==> config.mk <==
export PLATFORM = sky130hd
export DESIGN_NAME = window_write_fifo
export DESIGN_NICKNAME = d
export VERILOG_FILES = /design/src/rtl/window_write_fifo.sv
export SDC_FILE = /design/constraint.sdc
export NUM_CORES = 1
export LEC_CHECK = 0
export CORE_ASPECT_RATIO = 0.8
export CORE_UTILIZATION = 35
export CTS_BUF_LIST = sky130_fd_sc_hd__clkbuf_4 sky130_fd_sc_hd__clkbuf_8
export CTS_CLUSTER_DIAMETER = 150
export DETAILED_ROUTE_END_ITERATION = 8
export GPL_ROUTABILITY_DRIVEN = 0
export SYNTH_ARGS = -nofsm -noshare
export SYNTH_HDL_FRONTEND = slang
export SYNTH_SLANG_ARGS = --single-unit
==> constraint.sdc <==
create_clock -name clk -period 10.05 [get_ports clk]
set_clock_uncertainty 0.15 [all_clocks]
set_input_delay 2.01 -clock clk [delete_from_list [all_inputs] [get_ports clk]]
set_output_delay 2.01 -clock clk [all_outputs]
set_load 0.01 [all_outputs]
==> src/rtl/window_write_fifo.sv <==
// Captures CPU stores into the address window and buffers them for a peripheral.
// Show-ahead FIFO with a saturating hit counter and a sticky overflow flag.
module window_write_fifo #(
    parameter int          DEPTH      = 8,
    parameter logic [31:0] ADDR_BASE  = 32'h0000_1000,
    parameter logic [31:0] ADDR_LIMIT = 32'h0000_4000,
    parameter int          CNT_W      = 16
) (
    input  logic                     clk,
    input  logic                     reset,
    input  logic                     in_byte_en,
    input  logic                     mem_la_write,
    input  logic [31:0]              mem_la_addr,
    input  logic [31:0]              mem_la_wdata,
    input  logic [3:0]               mem_la_wstrb,
    output logic                     out_valid,
    input  logic                     out_ready,
    output logic [31:0]              out_addr,
    output logic [31:0]              out_data,
    output logic [3:0]               out_strb,
    output logic [$clog2(DEPTH):0]   level,
    output logic                     full,
    output logic                     empty,
    output logic [CNT_W-1:0]         hit_count,
    output logic                     overflow
);

    localparam int PW = $clog2(DEPTH);
    localparam int LW = PW + 1;

    logic [31:0]   addr_mem [DEPTH];
    logic [31:0]   data_mem [DEPTH];
    logic [3:0]    strb_mem [DEPTH];

    logic [PW-1:0] wr_ptr;
    logic [PW-1:0] rd_ptr;

    logic          in_window;
    logic          qw;
    logic          pop;
    logic          push;
    logic          drop;

    // The decoder strobe is re-qualified against the bounds here.
    assign in_window = (mem_la_addr >= ADDR_BASE) && (mem_la_addr < ADDR_LIMIT);
    assign qw        = in_byte_en && mem_la_write && (mem_la_wstrb != 4'h0) && in_window;

    assign full      = (level == LW'(DEPTH));
    assign empty     = (level == '0);
    assign out_valid = !empty;

    assign pop       = out_valid && out_ready;
    assign push      = qw && (!full || pop);
    assign drop      = qw && full && !pop;

    // Fields read as zero whenever nothing is queued, including after reset.
    assign out_addr  = empty ? 32'h0 : addr_mem[rd_ptr];
    assign out_data  = empty ? 32'h0 : data_mem[rd_ptr];
    assign out_strb  = empty ? 4'h0  : strb_mem[rd_ptr];

    always_ff @(posedge clk) begin
        if (push) begin
            addr_mem[wr_ptr] <= {mem_la_addr[31:2], 2'b00};
            data_mem[wr_ptr] <= mem_la_wdata;
            strb_mem[wr_ptr] <= mem_la_wstrb;
        end
    end

    always_ff @(posedge clk) begin
        if (reset) begin
            wr_ptr <= '0;
            rd_ptr <= '0;
            level  <= '0;
        end else begin
            if (push) begin
                wr_ptr <= wr_ptr + PW'(1);
            end
            if (pop) begin
                rd_ptr <= rd_ptr + PW'(1);
            end
            case ({push, pop})
                2'b10:   level <= level + LW'(1);
                2'b01:   level <= level - LW'(1);
                default: level <= level;
            endcase
        end
    end

    always_ff @(posedge clk) begin
        if (reset) begin
            hit_count <= '0;
            overflow  <= 1'b0;
        end else begin
            if (qw && (hit_count != {CNT_W{1'b1}})) begin
                hit_count <= hit_count + CNT_W'(1);
            end
            if (drop) begin
                overflow <= 1'b1;
            end
        end
    end

endmodule

# == Word level (Yosys, flattened, before mapping) ==
# Memory sizes are Yosys's and may differ from the RTL's. A register that Yosys moved wholly into a read port is not among the register bits.
# Cells that the tools add are included.
# totals
reg_bits,27
mem_bits_rw,528
inputBits,73
output_inout_bits,92
elab_cells,47
n_memories,3
# mem_list
memory,depth,word_bits,rd,rd_ports_with_merged_regs,write_ports,line_no,text
data_mem,8,32,1,1,1,32,logic [31:0] data_mem [DEPTH];
addr_mem,8,30,1,1,1,31,logic [31:0] addr_mem [DEPTH];
strb_mem,8,4,1,1,1,33,logic [3:0] strb_mem [DEPTH];
# classes
addsub,5
magnitude_cmp,2
eq_ne,4
mux,12
n_reduce_logical,16
# op_table
cell,n
32-bit 2-to-1 mux,2
32-bit by 13-bit greater-or-equal comparator with 1-bit output (second input constant),1
32-bit by 15-bit less-than comparator with 1-bit output (second input constant),1
3-bit 2-to-1 mux,6
16-bit by 1-bit adder with 16-bit output (second input constant),1
16-bit != test (second input constant),1
1-bit logical AND,9
4-bit case mux with 2 select lines,1
3-bit by 1-bit adder with 3-bit output (second input constant),2
4-bit by 1-bit adder with 4-bit output (second input constant),1
4-bit equality test (second input constant),1
4-bit logical NOT,1
4-bit 2-to-1 mux,1
4-bit nonzero test,1
4-bit by 1-bit subtractor with 4-bit output (second input constant),1
1-bit logical NOT,3
2-bit by 1-bit equality test with 1-bit output (second input constant),1
2-bit equality test (second input constant),1
1-bit 2-to-1 mux,2
2-bit nonzero test,1
1-bit logical OR,1

# == Logic depth before layout (Yosys ltp) ==
# logic_depth
depth_word,7
ltp_mapped,12
depth_no_buf,11

# == Worst setup path before layout ==
# Ideal clock, no wire load.
# synth_timing
kind,input -> register
startpoint,in mem_la_addr[31]
endpoint,mem addr_mem[2][0] in the netlist's numbering (enable)
setup_ns,0.585
arrival_ns,7.999
required_ns,9.315
setup_slack_ns,1.317
stages,6
n_path_buf,0
path_cell_list,nor4_1 > o21ai_1 > nor4_4 > and2b_1 > nand2b_1 > nor3b_1
# synth_between
elab_chain_cells,6
# synth_rtl
element,line_no,text
"start, declared",13,"input logic [31:0] mem_la_addr,"
32-bit by 13-bit greater-or-equal comparator with 1-bit output or 32-bit by 15-bit less-than comparator with 1-bit output (tied branches),45,assign in_window = (mem_la_addr >= ADDR_BASE) && (mem_la_addr < ADDR_LIMIT);
1-bit logical AND (*),45,
1-bit logical AND (*),46,assign qw = in_byte_en && mem_la_write && (mem_la_wstrb != 4'h0) && in_window;
1-bit logical AND (*),53,assign push = qw && (!full || pop);
1-bit 2-to-1 mux (*),62,if (push) begin
1-bit 2-to-1 mux (implied by the code) (*),63,"addr_mem[wr_ptr] <= {mem_la_addr[31:2], 2'b00};"
"end, declared",31,
# Mark *: on every way between the ends. The rest lies on a longest branch, timed or not.

==> qor.yml <==
final_common_cell: "edfxtp_1"
hold_viol_final: 0
io_pins: 165
root_buffer: "clkbuf_8"
post-place-ws_ns: 3.32
cts_setup_buffers: 0
vias: 10400
cp_max_fo: 47
maxSlewHeadroom_pct: 27.0
period_share_pct: 61.5
htreeDepth: 3
vias_per_cell: 4.89
tritoncts: "done"
ys_seq_elements: 558
antenna_found_initial: 5
syn2layout_area_growth_pct: 20.3
synth_top_family_by_area: "multiplexers"
cts-resized-gates: 0
most-common-layout-cells: "528 x edfxtp_1, 160 x clkdlybuf4s50_1, 132 x mux4_2"
crit_arrival_ns: 4.02
ys_seq_area_share_pct: 76.5
fmax_mhz: 162
cp-start-kind: "flip-flop"
tightest_slew_ns: 1.09
nets: 1325
worst_slack_ns: 3.87
first_pass_iters: 5
die_w_microns: 279
drt_iter0_drc: 662
netlist_instances: 1025
io_buffer_count: 160
final-max-slew-violation-count: 0
p_leak_uw: 0.00786
drive_gt1_share_pct: 24.0
synth-adder-area-share_pct: 0.384
cp.required_ns: 7.89
antenna_left: 0
maxCapViolations: 0
ys_types: 42
core_area_sq_um: 60200
die_h_microns: 224
ir_worst_vdd_mv: 0.0979
cts_sinks: 558
path_clk_slew_ns: 0.06
path_class: "flip-flop to output port"
grt_pass1_wl_mm: 70.3
drcViolationCount: 0
grt_start_max_net_pins: 59
final_area_sq_um: 25900
setup_viol: 0
syn_area_per_cell_sq_um: 21.0
power_uw: 4610
hpwl_mm: 24.8
tns_ns: 0
muxShareOfSynthArea_pct: 17.1
synth_simple_gate_area_share_pct: 3.65
numCtsBuffers: 90
placed_cell_area_sq_um: 24100
rsz0062_at_grt: "no"
outcome: "complete, no violations"
clockBufferDepth: 3
gr-total-overflow: 0
yosysWarningCount: 0
initial_core_util_pct: 35.8
grt_pass1_vias: 11300
synthesis.area_sq_um: 21500
dieArea_sq_um: 62500
power_density_nw_per_um2: 178
hold_class: "flip-flop to flip-flop"
synthXorXnorAreaFrac_pct: 0.814
clk_latency_ns: 0.66
rows: 80
cp-end-kind: "output port"
grt.total_usage_pct: 15.3
holdBufCountCts: 0
synth_compound_area_share_pct: 0.331
wirelength_mm: 47.0
wl_per_cell_microns: 22.0
diodes: 0
fin_crit_ns: 6.18
[path summary, 6_finish.rpt]
path              startpoint              end  slack [ns]  cells past startpoint
setup / recovery   flip-flop      out_data[2]        3.87                      5
hold reg to reg    rd_ptr[1]        flip-flop        0.34                      2
hold / removal     rd_ptr[1]        flip-flop        0.34                      2
setup reg to reg    level[0]  addr_mem[3][12]        6.43                      7
[stage by stage]
stage	util (%)	cells	hold slack (ns)
finish	43.0	2134	0.339
floorplan	-	1026	0.304
global route	43.0	2134	0.374
detailed placement	40.1	1974	0.328
global placement	40.1	1974	0.313
CTS	43.0	2134	0.337
[final cells by class]
| class | instances | area [sq um] |
|---|---|---|
| clock buffer | 126 | 1530 |
| clock inverter | 34 | 213 |
| fill | 5262 | 34300 |
| inverter | 6 | 23.8 |
| multi-input combinational | 407 | 4840 |
| sequential | 558 | 16500 |
| tap | 820 | 1030 |
| timing repair buffer | 183 | 1770 |
[where the power goes]
group	total (uW)	internal (uW)	switching (uW)	leakage, uW
combinational	157	78.8	77.7	0.00194
sequential	2550	2540	6.47	0.00499
clock	1900	1040	868	0.000929
[layer usage]
| metal | vias to the layer above | wire length (microns) | GRT usage (%) |
|---|---|---|---|
| li1 | 4625 | - | - |
| met1 | 5463 | 20200 | 19.6 |
| met2 | 252 | 23200 | 25.5 |
| met3 | 88 | 2650 | 4.01 |
| met4 | 10 | 863 | 4.40 |
| met5 | - | 66 | 0 |
[registers in the layout, summed over array words and instances, names as in the netlist, named ones only]
signal	cells
addr_mem	240
data_mem	256
hit_count	16
level	4
overflow	1
rd_ptr	3
strb_mem	32
wr_ptr	3
[critical path, stage by stage (launching register included)]
cell and delay [ns]:
dfxtp_4 1.03, buf_4 0.89, mux4_2 0.62, mux2i_1 0.22
nor2_1 0.07, clkdlybuf4s50_1 0.50
[synthesized netlist by cell type, drive strengths merged]
cell	instances	area [sq um]
and2	3	18.8
a31oi	1	6.26
dfxtp	30	601
clkbuf	29	109
ha	5	62.6
nand3b	5	37.5
and4b	1	10.0
or2	1	6.26
nand2	12	45.0
and2b	1	7.51
a21oi	5	25.0
inv	6	22.5
a21o	1	7.51
nor4b	2	17.5
a22oi	2	15.0
fa	1	20.0
nand3	12	65.1
nand2b	2	12.5
mux4	132	2970
nor3b	5	37.5
nor2b	1	6.26
nand4	6	37.5
nor4	5	46.3
or3	1	6.26
o21ai	2	10.0
xor2	15	131
o21bai	1	7.51
and3	5	31.3
edfxtp	528	15900
buf	26	136
xnor2	5	43.8
nor3	5	25.0
nor2	97	364
nor4bb	1	10.0
conb	1	3.75
mux2i	70	701
[kinds of logic (layout without fill, tap and decap cells)]
kind of cell             after synthesis  after routing
AO/OA/AOI/OAI                         12             12
flip-flops                           558            558
AND/OR/NAND/NOR                      165            165
XOR/XNOR                              20             20
other                                  1              2
buffers and inverters                 61            349
adder cells (fa/ha/maj)                6              6
multiplexers                         202            202
Power figures use the tool's default switching activity.
